<file path="src/rtl/spf_pkg.sv">
// Shared definitions for the salt-and-pepper filter line-buffer controller:
// image size defaults, FIFO depth helper and controller state encoding.
package spf_pkg;

    localparam int IMG_W_DEF = 256;
    localparam int IMG_H_DEF = 256;

    typedef enum logic [2:0] {
        ST_CLEAR  = 3'd0,
        ST_IDLE   = 3'd1,
        ST_PRIME  = 3'd2,
        ST_STREAM = 3'd3,
        ST_DONE   = 3'd4
    } spf_lc_state_t;

    // A 3x3 window needs one line of delay minus the three tap registers.
    function automatic int line_depth(input int w);
        return w - 3;
    endfunction

endpackage

</file>
<file path="src/rtl/spf_frame_pos.sv">
// Pixel position counter: column wraps at IMG_W-1 and advances the row;
// flags the last column, the last pixel of the frame and interior positions.
module spf_frame_pos
    import spf_pkg::*;
#(
    parameter int IMG_W = IMG_W_DEF,
    parameter int IMG_H = IMG_H_DEF
) (
    input  logic                     clk,
    input  logic                     nres,
    input  logic                     clr,
    input  logic                     adv,
    output logic [$clog2(IMG_W)-1:0] col,
    output logic [$clog2(IMG_H)-1:0] row,
    output logic                     col_last,
    output logic                     last_pix,
    output logic                     interior
);

    localparam int CW = $clog2(IMG_W);
    localparam int RW = $clog2(IMG_H);
    localparam logic [CW-1:0] COL_MAX = CW'(IMG_W - 1);
    localparam logic [RW-1:0] ROW_MAX = RW'(IMG_H - 1);
    localparam logic [CW-1:0] COL_TWO = CW'(2);
    localparam logic [RW-1:0] ROW_TWO = RW'(2);

    assign col_last = (col == COL_MAX);
    assign last_pix = col_last && (row == ROW_MAX);
    assign interior = (row >= ROW_TWO) && (col >= COL_TWO);

    // Column/row position of the next pixel to be accepted.
    always_ff @(posedge clk or negedge nres) begin
        if (!nres) begin
            col <= '0;
            row <= '0;
        end else if (clr) begin
            col <= '0;
            row <= '0;
        end else if (adv) begin
            if (col_last) begin
                col <= '0;
                row <= (row == ROW_MAX) ? '0 : row + RW'(1);
            end else begin
                col <= col + CW'(1);
            end
        end
    end

endmodule

</file>
<file path="src/rtl/spf_line_ctrl.sv">
// Line-buffer sequencing controller for the 3x3 window generator.
// Optional framing check compiled in with macro SPF_SYNC_CHECK_EN.
module spf_line_ctrl
    import spf_pkg::*;
#(
    parameter int IMG_W      = IMG_W_DEF,
    parameter int IMG_H      = IMG_H_DEF,
    parameter int LINE_DEPTH = line_depth(IMG_W)
) (
    input  logic                     clk,
    input  logic                     nres,
    input  logic                     in_valid,
    input  logic                     in_sof,
    input  logic                     in_eol,
    output logic [1:0]               lb_wr_en,
    output logic [1:0]               lb_rd_en,
    output logic                     lb_nres,
    output logic                     tap_shift,
    output logic                     win_valid,
    output logic [$clog2(IMG_H)-1:0] win_row,
    output logic [$clog2(IMG_W)-1:0] win_col,
    output logic                     frame_done,
    output logic                     busy,
    output logic                     sync_err
);

    localparam int CW = $clog2(IMG_W);
    localparam int RW = $clog2(IMG_H);
    localparam int FW = $clog2(LINE_DEPTH + 1);
    localparam logic [FW-1:0] FILL_FULL = FW'(LINE_DEPTH);

    spf_lc_state_t state_r;
    logic          done_cnt_r;
    logic [FW-1:0] fill0_r;
    logic [FW-1:0] fill1_r;
    logic          wr1_r;
    logic          s1_valid_r;
    logic          s1_last_r;
    logic [RW-1:0] s1_row_r;
    logic [CW-1:0] s1_col_r;
    logic [CW-1:0] col_s;
    logic [RW-1:0] row_s;
    logic          col_last_s;
    logic          last_pix_s;
    logic          interior_s;
    logic          start_s;
    logic          accept_s;
    logic          fault_s;
    logic          rd0_s;

`ifdef SPF_SYNC_CHECK_EN
    assign start_s = (state_r == ST_IDLE) && in_valid && in_sof;
    // Framing fault: restart mid-frame or line length disagreeing with in_eol.
    assign fault_s = accept_s && ((in_sof && !start_s) || (in_eol != col_last_s));
`else
    logic sync_unused_s;
    assign start_s       = (state_r == ST_IDLE) && in_valid;
    assign fault_s       = 1'b0;
    assign sync_unused_s = in_sof ^ in_eol;
`endif

    assign accept_s  = start_s || (in_valid && ((state_r == ST_PRIME) || (state_r == ST_STREAM)));
    assign rd0_s     = accept_s && (fill0_r == FILL_FULL);
    assign lb_wr_en  = {wr1_r, accept_s};
    assign lb_rd_en  = {wr1_r && (fill1_r == FILL_FULL), rd0_s};
    assign tap_shift = accept_s;
    assign lb_nres   = (state_r != ST_CLEAR);
    assign busy      = start_s || (state_r == ST_PRIME) || (state_r == ST_STREAM) || (state_r == ST_DONE);

    spf_frame_pos #(.IMG_W(IMG_W), .IMG_H(IMG_H)) u_pos (
        .clk      (clk),
        .nres     (nres),
        .clr      (state_r == ST_CLEAR),
        .adv      (accept_s),
        .col      (col_s),
        .row      (row_s),
        .col_last (col_last_s),
        .last_pix (last_pix_s),
        .interior (interior_s)
    );

    // Frame sequencing FSM.
    always_ff @(posedge clk or negedge nres) begin
        if (!nres) begin
            state_r    <= ST_CLEAR;
            done_cnt_r <= 1'b0;
        end else begin
            case (state_r)
                ST_CLEAR: state_r <= ST_IDLE;
                ST_IDLE: begin
                    if (fault_s)      state_r <= ST_CLEAR;
                    else if (start_s) state_r <= ST_PRIME;
                    else              state_r <= ST_IDLE;
                end
                ST_PRIME: begin
                    if (fault_s)                                        state_r <= ST_CLEAR;
                    else if (accept_s && col_last_s && row_s == RW'(1)) state_r <= ST_STREAM;
                    else                                                state_r <= ST_PRIME;
                end
                ST_STREAM: begin
                    if (fault_s) begin
                        state_r <= ST_CLEAR;
                    end else if (accept_s && last_pix_s) begin
                        state_r    <= ST_DONE;
                        done_cnt_r <= 1'b0;
                    end else begin
                        state_r <= ST_STREAM;
                    end
                end
                ST_DONE: begin
                    if (done_cnt_r) state_r <= ST_CLEAR;
                    else            done_cnt_r <= 1'b1;
                end
                default: state_r <= ST_CLEAR;
            endcase
        end
    end

    // FIFO occupancy tracking; FIFO 1 is written with FIFO 0's registered read data.
    always_ff @(posedge clk or negedge nres) begin
        if (!nres) begin
            fill0_r <= '0;
            fill1_r <= '0;
            wr1_r   <= 1'b0;
        end else begin
            wr1_r <= rd0_s;
            if (state_r == ST_CLEAR) begin
                fill0_r <= '0;
                fill1_r <= '0;
            end else begin
                if (accept_s && (fill0_r != FILL_FULL)) fill0_r <= fill0_r + FW'(1);
                if (wr1_r && (fill1_r != FILL_FULL))    fill1_r <= fill1_r + FW'(1);
            end
        end
    end

    // Two-stage window report pipeline; a framing fault flushes it.
    always_ff @(posedge clk or negedge nres) begin
        if (!nres) begin
            s1_valid_r <= 1'b0;
            s1_last_r  <= 1'b0;
            s1_row_r   <= '0;
            s1_col_r   <= '0;
            win_valid  <= 1'b0;
            win_row    <= '0;
            win_col    <= '0;
            frame_done <= 1'b0;
        end else if (fault_s) begin
            s1_valid_r <= 1'b0;
            s1_last_r  <= 1'b0;
            win_valid  <= 1'b0;
            frame_done <= 1'b0;
        end else begin
            s1_valid_r <= accept_s && interior_s;
            s1_last_r  <= accept_s && last_pix_s;
            s1_row_r   <= row_s - RW'(1);
            s1_col_r   <= col_s - CW'(1);
            win_valid  <= s1_valid_r;
            win_row    <= s1_row_r;
            win_col    <= s1_col_r;
            frame_done <= s1_last_r;
        end
    end

`ifdef SPF_SYNC_CHECK_EN
    // Framing error pulse, one cycle after the offending pixel.
    always_ff @(posedge clk or negedge nres) begin
        if (!nres) sync_err <= 1'b0;
        else       sync_err <= fault_s;
    end
`else
    assign sync_err = 1'b0;
`endif

endmodule

</file>
<file path="config.mk">
export PLATFORM = sky130hd
export DESIGN_NAME = spf_line_ctrl
export DESIGN_NICKNAME = d
export VERILOG_FILES = /design/src/rtl/spf_pkg.sv /design/src/rtl/spf_frame_pos.sv /design/src/rtl/spf_line_ctrl.sv
export SDC_FILE = /design/constraint.sdc
export NUM_CORES = 1
export LEC_CHECK = 0
export BUFFER_PORTS_ARGS = -buffer_cell sky130_fd_sc_hd__buf_2
export CORE_MARGIN = 4
export CORE_UTILIZATION = 53
export CTS_BUF_LIST = sky130_fd_sc_hd__clkbuf_2
export DETAILED_ROUTE_END_ITERATION = 10
export GPL_ROUTABILITY_DRIVEN = 0
export GPL_TIMING_DRIVEN = 0
export PLACE_DENSITY = 0.78
export SLEW_MARGIN = 25
export SYNTH_ARGS = -nofsm -noshare
export SYNTH_HDL_FRONTEND = slang
export SYNTH_SLANG_ARGS = --single-unit
export TNS_END_PERCENT = 1
</file>
<file path="constraint.sdc">
create_clock -name clk -period 6.1 [get_ports clk]
set_clock_uncertainty 0.15 [all_clocks]
set_input_delay 0 -clock clk [delete_from_list [all_inputs] [get_ports clk]]
set_output_delay 0 -clock clk [all_outputs]
set_load 0.1 [all_outputs]
</file>
# After elaboration in Yosys (flattened, before gate mapping)
# Cells that the tools add are included.
# W data, S select, Z words.
# word_totals
in_bits	5
word_cells	80
register_bits	73
n_memories	0
mem_bits_ro	0
out_inout_bits	26
latchBits	0
ram_bits	0
# op_classes
reduce_logical	26
shifts	0
mul	0
mux	18
eq_ne	13
n_lt_le_gt_ge	2
bitwise_logic	0
div_mod_pow	0
n_addsub	6
# op_table
op	n
$mux W8	11
$add A8 B1 Y8 const B	4
$eq A8 B8 Y1 const B	4
$ge A8 B2 Y1 const B	2
$ne A8 B8 Y1 const B	2
$sub A8 B1 Y8 const B	2
$pmux W3 S5	1
$logic_and A1 B1 Y1	12
$reduce_bool A2 Y1	5
$eq A8 B1 Y1 const B	1
$eq A3 B2 Y1 const B	2
$mux W3	2
$logic_or A1 B1 Y1	5
$reduce_and A2 Y1	2
$eq A3 B1 Y1 const B	1
$eq A3 B3 Y1 const B	1
$logic_not A3 Y1	1
$reduce_bool A3 Y1	1
$mux W1	2
$mux W2	1
$ne A2 B1 Y1 const B	1
$ne A2 B2 Y1 const B	1
$pmux W1 S2	1

# Depth between registers and ports, before layout
# Gate-level depths: netlist (run 1).
# depth
depth_word	8
mapped_depth	7
ltp_nobuf	6

# Hierarchy
# From an unflattened synthesis (run 1), not the netlist that was laid out.
# unflattened
hier_cells	295
hier_area_um2	3279.4
# by_module_without_submodules
mod	seq_area_each_um2	cells_per_inst	instances	area_per_inst_um2
spf_line_ctrl	1426.4	195	1	2329.7
spf_frame_pos	400.4	100	1	949.7

# Worst setup path after synthesis (run 1)
# OpenSTA, ideal clock, no wires.
# synth_timing
path_kind	flip-flop to output port
start	reg state_r[2]
end	out lb_rd_en[0]
stages_incl_launch_ff	6
required_ps	5950
arrival_ps	2873
n_path_buf	2
path_slack_ps	3077
path_cell_list	dfrtp_1 nand2b_1 clkbuf_1 nor2_1 and3_1 buf_4
# synth_between
elab_chain_cells	5
elab_cells_between_ends	8
cone_classes	3 x eq/ne; 5 x reduce/logical
# synth_rtl
item	line_no	source
start: declaration	spf_line_ctrl.sv:32	spf_lc_state_t state_r;
start signal: assignment	spf_line_ctrl.sv:85	state_r <= ST_CLEAR;
start signal: assignment	spf_line_ctrl.sv:89	ST_CLEAR: state_r <= ST_IDLE;
start signal: assignment	spf_line_ctrl.sv:91	if (fault_s) state_r <= ST_CLEAR;
$eq A3 B2 Y1	spf_line_ctrl.sv:62	assign accept_s = start_s || (in_valid && ((state_r == ST_PRIME) || (state_r == ST_STREAM)));
$logic_or A1 B1 Y1	spf_line_ctrl.sv:62	
$logic_and A1 B1 Y1	spf_line_ctrl.sv:62	
$logic_or A1 B1 Y1 *	spf_line_ctrl.sv:62	
net tap_shift	spf_line_ctrl.sv:18	output logic tap_shift,
$logic_and A1 B1 Y1 *	spf_line_ctrl.sv:63	assign rd0_s = accept_s && (fill0_r == FILL_FULL);
end: declaration	spf_line_ctrl.sv:16	output logic [1:0] lb_rd_en,
# The timed path passes the listed nets; every way through them passes the cells marked *.

# Final worst setup path (run 1)
# layout_timing
start	reg state_r[2]
end	out lb_rd_en[0]
# layout_between
elab_chain_cells	5
elab_cells_between_ends	8
cone_classes	3 x eq/ne; 5 x reduce/logical
# layout_rtl
item	line_no
$eq A3 B2 Y1	spf_line_ctrl.sv:62
$logic_or A1 B1 Y1	spf_line_ctrl.sv:62
$logic_and A1 B1 Y1	spf_line_ctrl.sv:62
$logic_or A1 B1 Y1 *	spf_line_ctrl.sv:62
$logic_and A1 B1 Y1 *	spf_line_ctrl.sv:63
# Mark *: on every way between the ends. The rest lies on a longest branch, timed or not.

==> impl_metrics.sql, run 1 <==
INSERT INTO impl_metrics (metric_group, metric, value, unit) VALUES
('status', 'status', 'completed', ''),
('timing', 'timing.setup.tns', '0', 'ns'),
('worst_hold_path', 'worst_hold_path_type', 'register to register', ''),
('timing', 'rsz0062_at_grt', 'false', ''),
('critical_path', 'rr_startpoint', 'u_pos.col[1]', ''),
('clock_network', 'cts_resized', '0', ''),
('critical_path', 'r2r-end', 'u_pos.row[7]', ''),
('die', 'die_outline_area', '7560', 'um^2'),
('route', 'drt_first_iter_violations', '193', ''),
('power', 'clockPowerShare', '21.9', '%'),
('place', 'dp_hpwl', '4170', 'um'),
('worst_hold_path', 'hold-path-cell-count', '0', ''),
('critical_path', 'path_max_fanout', '10', ''),
('yosys', 'ys_seq_elements', '73', ''),
('timing', 'drv_slew', '0', ''),
('critical_path', 'reg2reg_slack', '3.85', 'ns'),
('route', 'drt_pass1_iterations', '5', ''),
('yosys', 'synthDistinctLibCells', '47', ''),
('yosys', 'synth.avg_cell_area', '10.7', 'um^2'),
('clock_network', 'h-tree-depth', '3', ''),
('critical_path', 'critical_path.startpoint_type', 'register', ''),
('clock_network', 'cts_tree', 'yes', ''),
('yosys', 'yosys-top-cells-area', 'sky130_fd_sc_hd__dfrtp_1 (55%), sky130_fd_sc_hd__xnor2_1 (4.5%), sky130_fd_sc_hd__ha_1 (4.2%), sky130_fd_sc_hd__xor2_1 (3.4%), sky130_fd_sc_hd__nor2_1 (3.1%)', ''),
('critical_path', 'arrival', '2.72', 'ns'),
('timing', 'fin_crit', '2.87', 'ns'),
('timing', 'max_freq', '349', 'MHz'),
('critical_path', 'cp-end-kind', 'primary output', ''),
('timing', 'fin_crit_sh', '47.0', '%'),
('cells_and_area', 'layout_commonest_cell', 'sky130_fd_sc_hd__dfrtp_1', ''),
('timing', 'worstMarginPinSlew', '0.633', 'ns'),
('critical_path', 'cp_data_required_time', '5.95', 'ns'),
('global_route', 'antenna_found_initial', '0', ''),
('cells_and_area', 'diodes', '0', ''),
('power', 'power.switching_fraction', '39.8', '%'),
('flow_run', 'max_cap_viols', '0', ''),
('global_route', 'grt_first_pass_wirelength', '10500', 'um'),
('clock_network', 'clk_path_buf_depth', '2', ''),
('cells_and_area', 'nets', '368', ''),
('cells_and_area', 'layout_common_cells', 'sky130_fd_sc_hd__dfrtp_1 (73), sky130_fd_sc_hd__buf_2 (31), sky130_fd_sc_hd__nor2_1 (27)', ''),
('clock_network', 'cts_buffers', '9', ''),
('die', 'die_ht', '87.0', 'um'),
('route', 'viasPerCell', '5.65', ''),
('global_route', 'grt_pass1_vias', '2331', ''),
('critical_path', 'crit_start', 'state_r[2]', ''),
('timing', 'final-setup-viol-count', '0', ''),
('cells_and_area', 'layout.cells.non_filler', '431', ''),
('power', 'power.share.sequential', '46.3', '%'),
('route', 'drt_wl_total', '6140', 'um'),
('timing', 'report.final.hold_viol_count', '0', ''),
('die', 'design.core.area', '5990', 'um^2'),
('yosys', 'synth_top_flop_cell', 'sky130_fd_sc_hd__dfrtp_1', ''),
('critical_path', 'critical_path_class', 'register to primary output', ''),
('die', 'chipWidth', '87.0', 'um'),
('route', 'detailroute.via_count', '2437', ''),
('power', 'leakagePower', '1.68', 'nW'),
('timing', 'finalHoldWorstSlack', '0.206', 'ns'),
('power', 'cell_internal_pwr', '0.807', 'mW'),
('die', 'std_cell_rows', '28', ''),
('worst_hold_path', 'hp-start', 's1_col_r[0]', ''),
('critical_path', 'r2r.worst_path.cells', '5', ''),
('yosys', 'synth_fp_nets', '325', ''),
('cells_and_area', 'flow.area_growth_from_synthesis', '13.0', '%'),
('die', 'ioPinCount', '31', ''),
('place', 'port_buffers', '27', ''),
('yosys', 'synth_top_cell_area_share', '55.3', '%'),
('yosys', 'synth.yosys.seq_area_share', '55.3', '%'),
('power', 'net_switching_power', '0.533', 'mW'),
('yosys', 'synthesis.area', '3310', 'um^2'),
('global_route', 'global_route.usage.total', '17.9', '%'),
('die', 'initial_core_util', '55.2', '%'),
('cells_and_area', 'drive_above_1_share', '16.3', '%');
==> metrics by stage <==
stage | instance area [um^2] | setup slack (ns) | power, mW | util [%]
after floorplan | 3310 | 3.08 | 0.971 | -
after global placement | 3530 | 3.80 | 1.04 | 59.0
after detailed placement | 3560 | 3.80 | 1.05 | 59.4
after CTS | 3740 | 3.17 | 1.35 | 62.4
after global routing | 3740 | 2.99 | 1.42 | 62.4
final | 3740 | 3.23 | 1.34 | 62.4
==> layout make-up <==
cell class	instances	area, um^2
fill	496	2250
sequential	73	1830
multi-input combinational	199	1310
timing repair buffer	32	208
buffer	24	119
tap	75	93.8
clock inverter	6	83.8
inverter	13	48.8
clock buffer	9	45.0
==> state kept, by name, summed over array words and instances, names as in the netlist, 8 cells and up <==
signal and cells:
fill0_r 8, fill1_r 8, s1_col_r 8, s1_row_r 8, u_pos.col 8, u_pos.row 8
win_col 8, win_row 8
==> synthesized netlist by cell type (2+ instances only) <==
cell and count:
sky130_fd_sc_hd__a211oi_1 6, sky130_fd_sc_hd__a21oi_1 12, sky130_fd_sc_hd__a311oi_1 4, sky130_fd_sc_hd__a31oi_1 3
sky130_fd_sc_hd__a41oi_1 3, sky130_fd_sc_hd__and3_1 9, sky130_fd_sc_hd__and4_1 3, sky130_fd_sc_hd__buf_2 5
sky130_fd_sc_hd__buf_4 4, sky130_fd_sc_hd__clkbuf_1 14, sky130_fd_sc_hd__dfrtp_1 73, sky130_fd_sc_hd__ha_1 11
sky130_fd_sc_hd__inv_1 13, sky130_fd_sc_hd__nand2_1 15, sky130_fd_sc_hd__nand2b_1 2, sky130_fd_sc_hd__nand3_1 12
sky130_fd_sc_hd__nand4_1 9, sky130_fd_sc_hd__nand4b_1 2, sky130_fd_sc_hd__nor2_1 27, sky130_fd_sc_hd__nor3_1 14
sky130_fd_sc_hd__nor4_1 8, sky130_fd_sc_hd__o21ai_0 2, sky130_fd_sc_hd__o31ai_1 3, sky130_fd_sc_hd__or3_1 4
sky130_fd_sc_hd__xnor2_1 17, sky130_fd_sc_hd__xor2_1 13
==> power groups by stage <==
stage	Clock [mW]	Combinational [mW]	Sequential (mW)
final	0.293	0.425	0.621
after global routing	0.330	0.458	0.634
after CTS	0.304	0.428	0.621
after detailed placement	0	0.423	0.631
after global placement	0	0.412	0.626
after floorplan	0	0.172	0.799
==> worst max-delay path by stage <==
stage | endpoint | slack [ns] | depth (start not counted)
global placement | lb_rd_en[0] | 3.80 | 6
floorplan | lb_rd_en[0] | 3.08 | 5
global route | lb_rd_en[0] | 2.99 | 6
detailed placement | lb_rd_en[0] | 3.80 | 6
finish | lb_rd_en[0] | 3.23 | 6
CTS | lb_rd_en[0] | 3.17 | 6
==> worst max-delay path, cell delays in order (launching register included) <==
cell                       delay, ns
sky130_fd_sc_hd__dfrtp_1        0.47
sky130_fd_sc_hd__nand2b_1       0.24
sky130_fd_sc_hd__clkbuf_1       0.28
sky130_fd_sc_hd__nor2_1         0.45
sky130_fd_sc_hd__and3_1         0.26
sky130_fd_sc_hd__buf_4          0.10
sky130_fd_sc_hd__buf_2          0.41
==> per-layer routing <==
metal / GRT usage, % / share of wire, % / up-vias
li1: - / - / 1169
met1: 22.7 / 43 / 1157
met2: 28.0 / 47 / 101
met3: 7.76 / 8.3 / 10
met4: 5.10 / 1.6 / 0
met5: 0 / 0 / -
==> what timing repair did <==
| action | in CTS | in global routing |
|---|---|---|
| hold endpoints to repair | 86 | 0 |
| setup buffers | 0 | 0 |
| hold buffers | 4 | 0 |
==> cells by family after synthesis <==
group                      synth area share (%)
adders and majority gates                  4.16
DFF                                        55.3
other                                     0.113
xor gates and xnor gates                   7.95
buffers and inverters                      5.07
and+or+nand+nor                            18.8
AOI/OAI and AO/OA                          8.63
(Power assumes the default switching activity.)
==> run 2: changes to the inputs <==
--- a/config.mk
+++ b/config.mk
@@ -12,7 +12,7 @@
 export DETAILED_ROUTE_END_ITERATION = 10
 export GPL_ROUTABILITY_DRIVEN = 0
 export GPL_TIMING_DRIVEN = 0
-export PLACE_DENSITY = 0.78
+export PLACE_DENSITY = 0.81
 export SLEW_MARGIN = 25
 export SYNTH_ARGS = -nofsm -noshare
 export SYNTH_HDL_FRONTEND = slang
==> constraint.sdc (replaced) <==
create_clock -name clk -period 2.4 [get_ports clk]
set_clock_uncertainty 0.15 [all_clocks]
set_input_delay 0 -clock clk [delete_from_list [all_inputs] [get_ports clk]]
set_output_delay 0 -clock clk [all_outputs]
set_load 0.1 [all_outputs]
==> run 2 against run 1 <==
Compared with the run above: non-clock buffer count is 1 higher; die area stayed put; clock power is 82% higher; largest power group unchanged; critical endpoint unchanged; largest cell class unchanged; highest routed layer unchanged; core utilization is 0.23 points lower; critical path type unchanged.
==> impl_metrics.sql, run 2 (synthesized netlist as in run 1, its figures left out) <==
INSERT INTO impl_metrics (metric_group, metric, value, unit) VALUES
('cells_and_area', 'final.fill_count', '478', ''),
('clock_network', 'clkLatencyLatePin', '0.51', 'ns'),
('cells_and_area', 'diodes', '0', ''),
('critical_path', 'path_max_fanout', '10', ''),
('power', 'power_density', '860', 'nW/um^2'),
('global_route', 'grt_pass1_vias', '2337', ''),
('route', 'wire_per_inst', '14.4', 'um'),
('die', 'design.core.area', '5990', 'um^2'),
('cells_and_area', 'drive_above_1_share', '17.9', '%'),
('timing', 'fin_crit_sh', '97.5', '%'),
('global_route', 'global_route.usage.total', '17.9', '%'),
('critical_path', 'crit_start', 'state_r[2]', ''),
('timing', 'max_freq', '428', 'MHz'),
('clock_network', 'clkTransAtPathRegs', '0.19', 'ns'),
('place', 'placement.cell_area', '3560', 'um^2'),
('critical_path', 'critical_path_class', 'register to primary output', ''),
('place', 'port_buffers', '27', ''),
('power', 'net_switching_power', '1.36', 'mW'),
('power', 'ir_drop', '0.829', 'mV'),
('clock_network', 'cts.root.buffer_cell', 'sky130_fd_sc_hd__clkbuf_2', ''),
('worst_hold_path', 'hp-start', 's1_row_r[1]', ''),
('status', 'status', 'completed', ''),
('die', 'die_ht', '87.0', 'um'),
('die', 'initial_core_util', '55.2', '%'),
('power', 'power.share.sequential', '49.4', '%'),
('power', 'comb_power_share', '34.0', '%'),
('route', 'viasPerCell', '5.64', ''),
('global_route', 'grt_remaining_overflow', '0', ''),
('die', 'die_outline_area', '7560', 'um^2'),
('critical_path', 'cp-end-kind', 'primary output', ''),
('power', 'power.switching_fraction', '42.4', '%'),
('die', 'std_cell_rows', '28', ''),
('timing', 'drv_slew', '0', ''),
('power', 'clockPowerShare', '16.6', '%'),
('power', 'cell_internal_pwr', '1.84', 'mW'),
('clock_network', 'numClockSinks', '73', ''),
('global_route', 'grt_max_degree', '44', ''),
('cells_and_area', 'layout_common_cells', 'sky130_fd_sc_hd__dfrtp_1 (73), sky130_fd_sc_hd__buf_2 (28), sky130_fd_sc_hd__nor2_1 (25)', ''),
('power', 'leakagePower', '1.68', 'nW'),
('clock_network', 'h-tree-depth', '3', ''),
('timing', 'max-slew-margin-rel', '54.6', '%'),
('route', 'drc', '0', ''),
('worst_hold_path', 'worst_hold_path_type', 'register to register', ''),
('timing', 'fin_crit', '2.34', 'ns'),
('global_route', 'antenna_found_initial', '0', ''),
('critical_path', 'critical_path.startpoint_type', 'register', ''),
('route', 'antenna_left', '0', ''),
('global_route', 'grt_first_pass_wirelength', '10500', 'um'),
('timing', 'final-setup-viol-count', '0', ''),
('cells_and_area', 'nets', '369', ''),
('cells_and_area', 'flow.area_growth_from_synthesis', '12.6', '%'),
('route', 'drt_wl_total', '6230', 'um'),
('route', 'drt_first_iter_violations', '205', ''),
('critical_path', 'rr_startpoint', 'u_pos.col[0]', ''),
('place', 'dp_hpwl', '4210', 'um'),
('cells_and_area', 'layout_commonest_cell', 'sky130_fd_sc_hd__dfrtp_1', ''),
('die', 'chipWidth', '87.0', 'um'),
('critical_path', 'cp_data_required_time', '2.25', 'ns'),
('die', 'ioPinCount', '31', ''),
('timing', 'report.final.hold_viol_count', '0', ''),
('route', 'drt_pass1_iterations', '4', ''),
('timing', 'worstMarginPinSlew', '0.677', 'ns'),
('critical_path', 'arrival', '2.19', 'ns'),
('clock_network', 'cts_tree', 'yes', ''),
('place', 'pre_cts_ws', '0.179', 'ns'),
('clock_network', 'clk_path_buf_depth', '2', ''),
('timing', 'rsz0062_at_grt', 'true', ''),
('timing', 'worst_slack', '0.0609', 'ns'),
('clock_network', 'cts_buffers', '9', ''),
('cells_and_area', 'layout.cell_area.non_filler', '3720', 'um^2'),
('route', 'detailroute.via_count', '2435', ''),
('flow_run', 'max_cap_viols', '0', '');
-- run 2: cell count changes in the layout (fill, tap and decap cells not counted), moves of 2 or more --
cell and delta:
sky130_fd_sc_hd__nor2_1 -2, sky130_fd_sc_hd__clkinv_2 +3, sky130_fd_sc_hd__bufinv_16 -2, sky130_fd_sc_hd__buf_2 -3, sky130_fd_sc_hd__clkbuf_1 -2, sky130_fd_sc_hd__buf_4 +3
-- run 2: final cells by class --
| cell class | instances | area, um^2 | share of cell area (%) |
|---|---|---|---|
| inverters | 13 | 48.8 | 1.31 |
| multi-input cells | 199 | 1320 | 35.5 |
| clock buffers | 9 | 45.0 | 1.21 |
| well taps | 75 | 93.8 | 2.52 |
| flip-flops and latches | 73 | 1830 | 49.1 |
| plain buffers | 24 | 124 | 3.33 |
| clock inverters | 6 | 36.3 | 0.975 |
| repair buffers | 33 | 226 | 6.08 |
-- run 2: worst max-delay path: stages, from the launching register on --
cell	delay, ns
sky130_fd_sc_hd__dfrtp_1	0.46
sky130_fd_sc_hd__nand2b_1	0.24
sky130_fd_sc_hd__clkbuf_4	0.25
sky130_fd_sc_hd__nor2_4	0.20
sky130_fd_sc_hd__and3_1	0.21
sky130_fd_sc_hd__buf_4	0.11
sky130_fd_sc_hd__buf_6	0.21
-- run 2: layer usage --
metal / track usage, % / part of all wire, % / vias to the layer above
li1: - / - / 1171
met1: 23.0 / 43 / 1154
met2: 27.9 / 47 / 95
met3: 5.96 / 7.6 / 15
met4: 7.51 / 2.1 / 0
met5: 0 / 0 / -
-- run 2: final timing paths --
| check | to | slack [ns] | cells after the start |
|---|---|---|---|
| setup / recovery | lb_rd_en[0] | 0.06 | 6 |
| hold / removal | win_row[1] | 0.20 | 0 |
| setup reg to reg | u_pos.row[7] | 0.13 | 5 |
| hold reg to reg | win_row[1] | 0.20 | 0 |
| max in group asynchronous | state_r[0] | 1.51 | 4 |
| min in group asynchronous | s1_row_r[4] | 0.35 | 4 |
-- run 2: repair_timing --
| action | 4_1_cts | 5_1_grt |
|---|---|---|
| setup buffers | 0 | 1 |
| hold endpoints to repair | 86 | 0 |
| hold buffers | 4 | 0 |
| cloned | 0 | 0 |
| resized for setup | 7 | 2 |
| pin swaps | 1 | 0 |
| endpoints found under the setup margin | 3 | 3 |
-- run 2: stage by stage --
stage / TNS (ns) / hold WS (ns) / instances / power (mW) / util (%)
after floorplan: -0.0279 / -0.446 / 309 / 2.47 / -
after global placement: 0 / 0.181 / 411 / 2.64 / 59.1
after detailed placement: 0 / -0.200 / 412 / 2.68 / 59.5
after CTS: 0 / 0.215 / 431 / 3.23 / 62.0
after global routing: -0.139 / 0.219 / 432 / 3.40 / 62.1
final: 0 / 0.204 / 432 / 3.20 / 62.1
-- run 2: power by group through the flow --
stage	registers, mW	clock network [mW]	logic, mW
finish	1.58	0.532	1.09
global route	1.61	0.616	1.17
CTS	1.58	0.560	1.09
detailed placement	1.61	0	1.08
global placement	1.59	0	1.05
floorplan	2.03	0	0.438
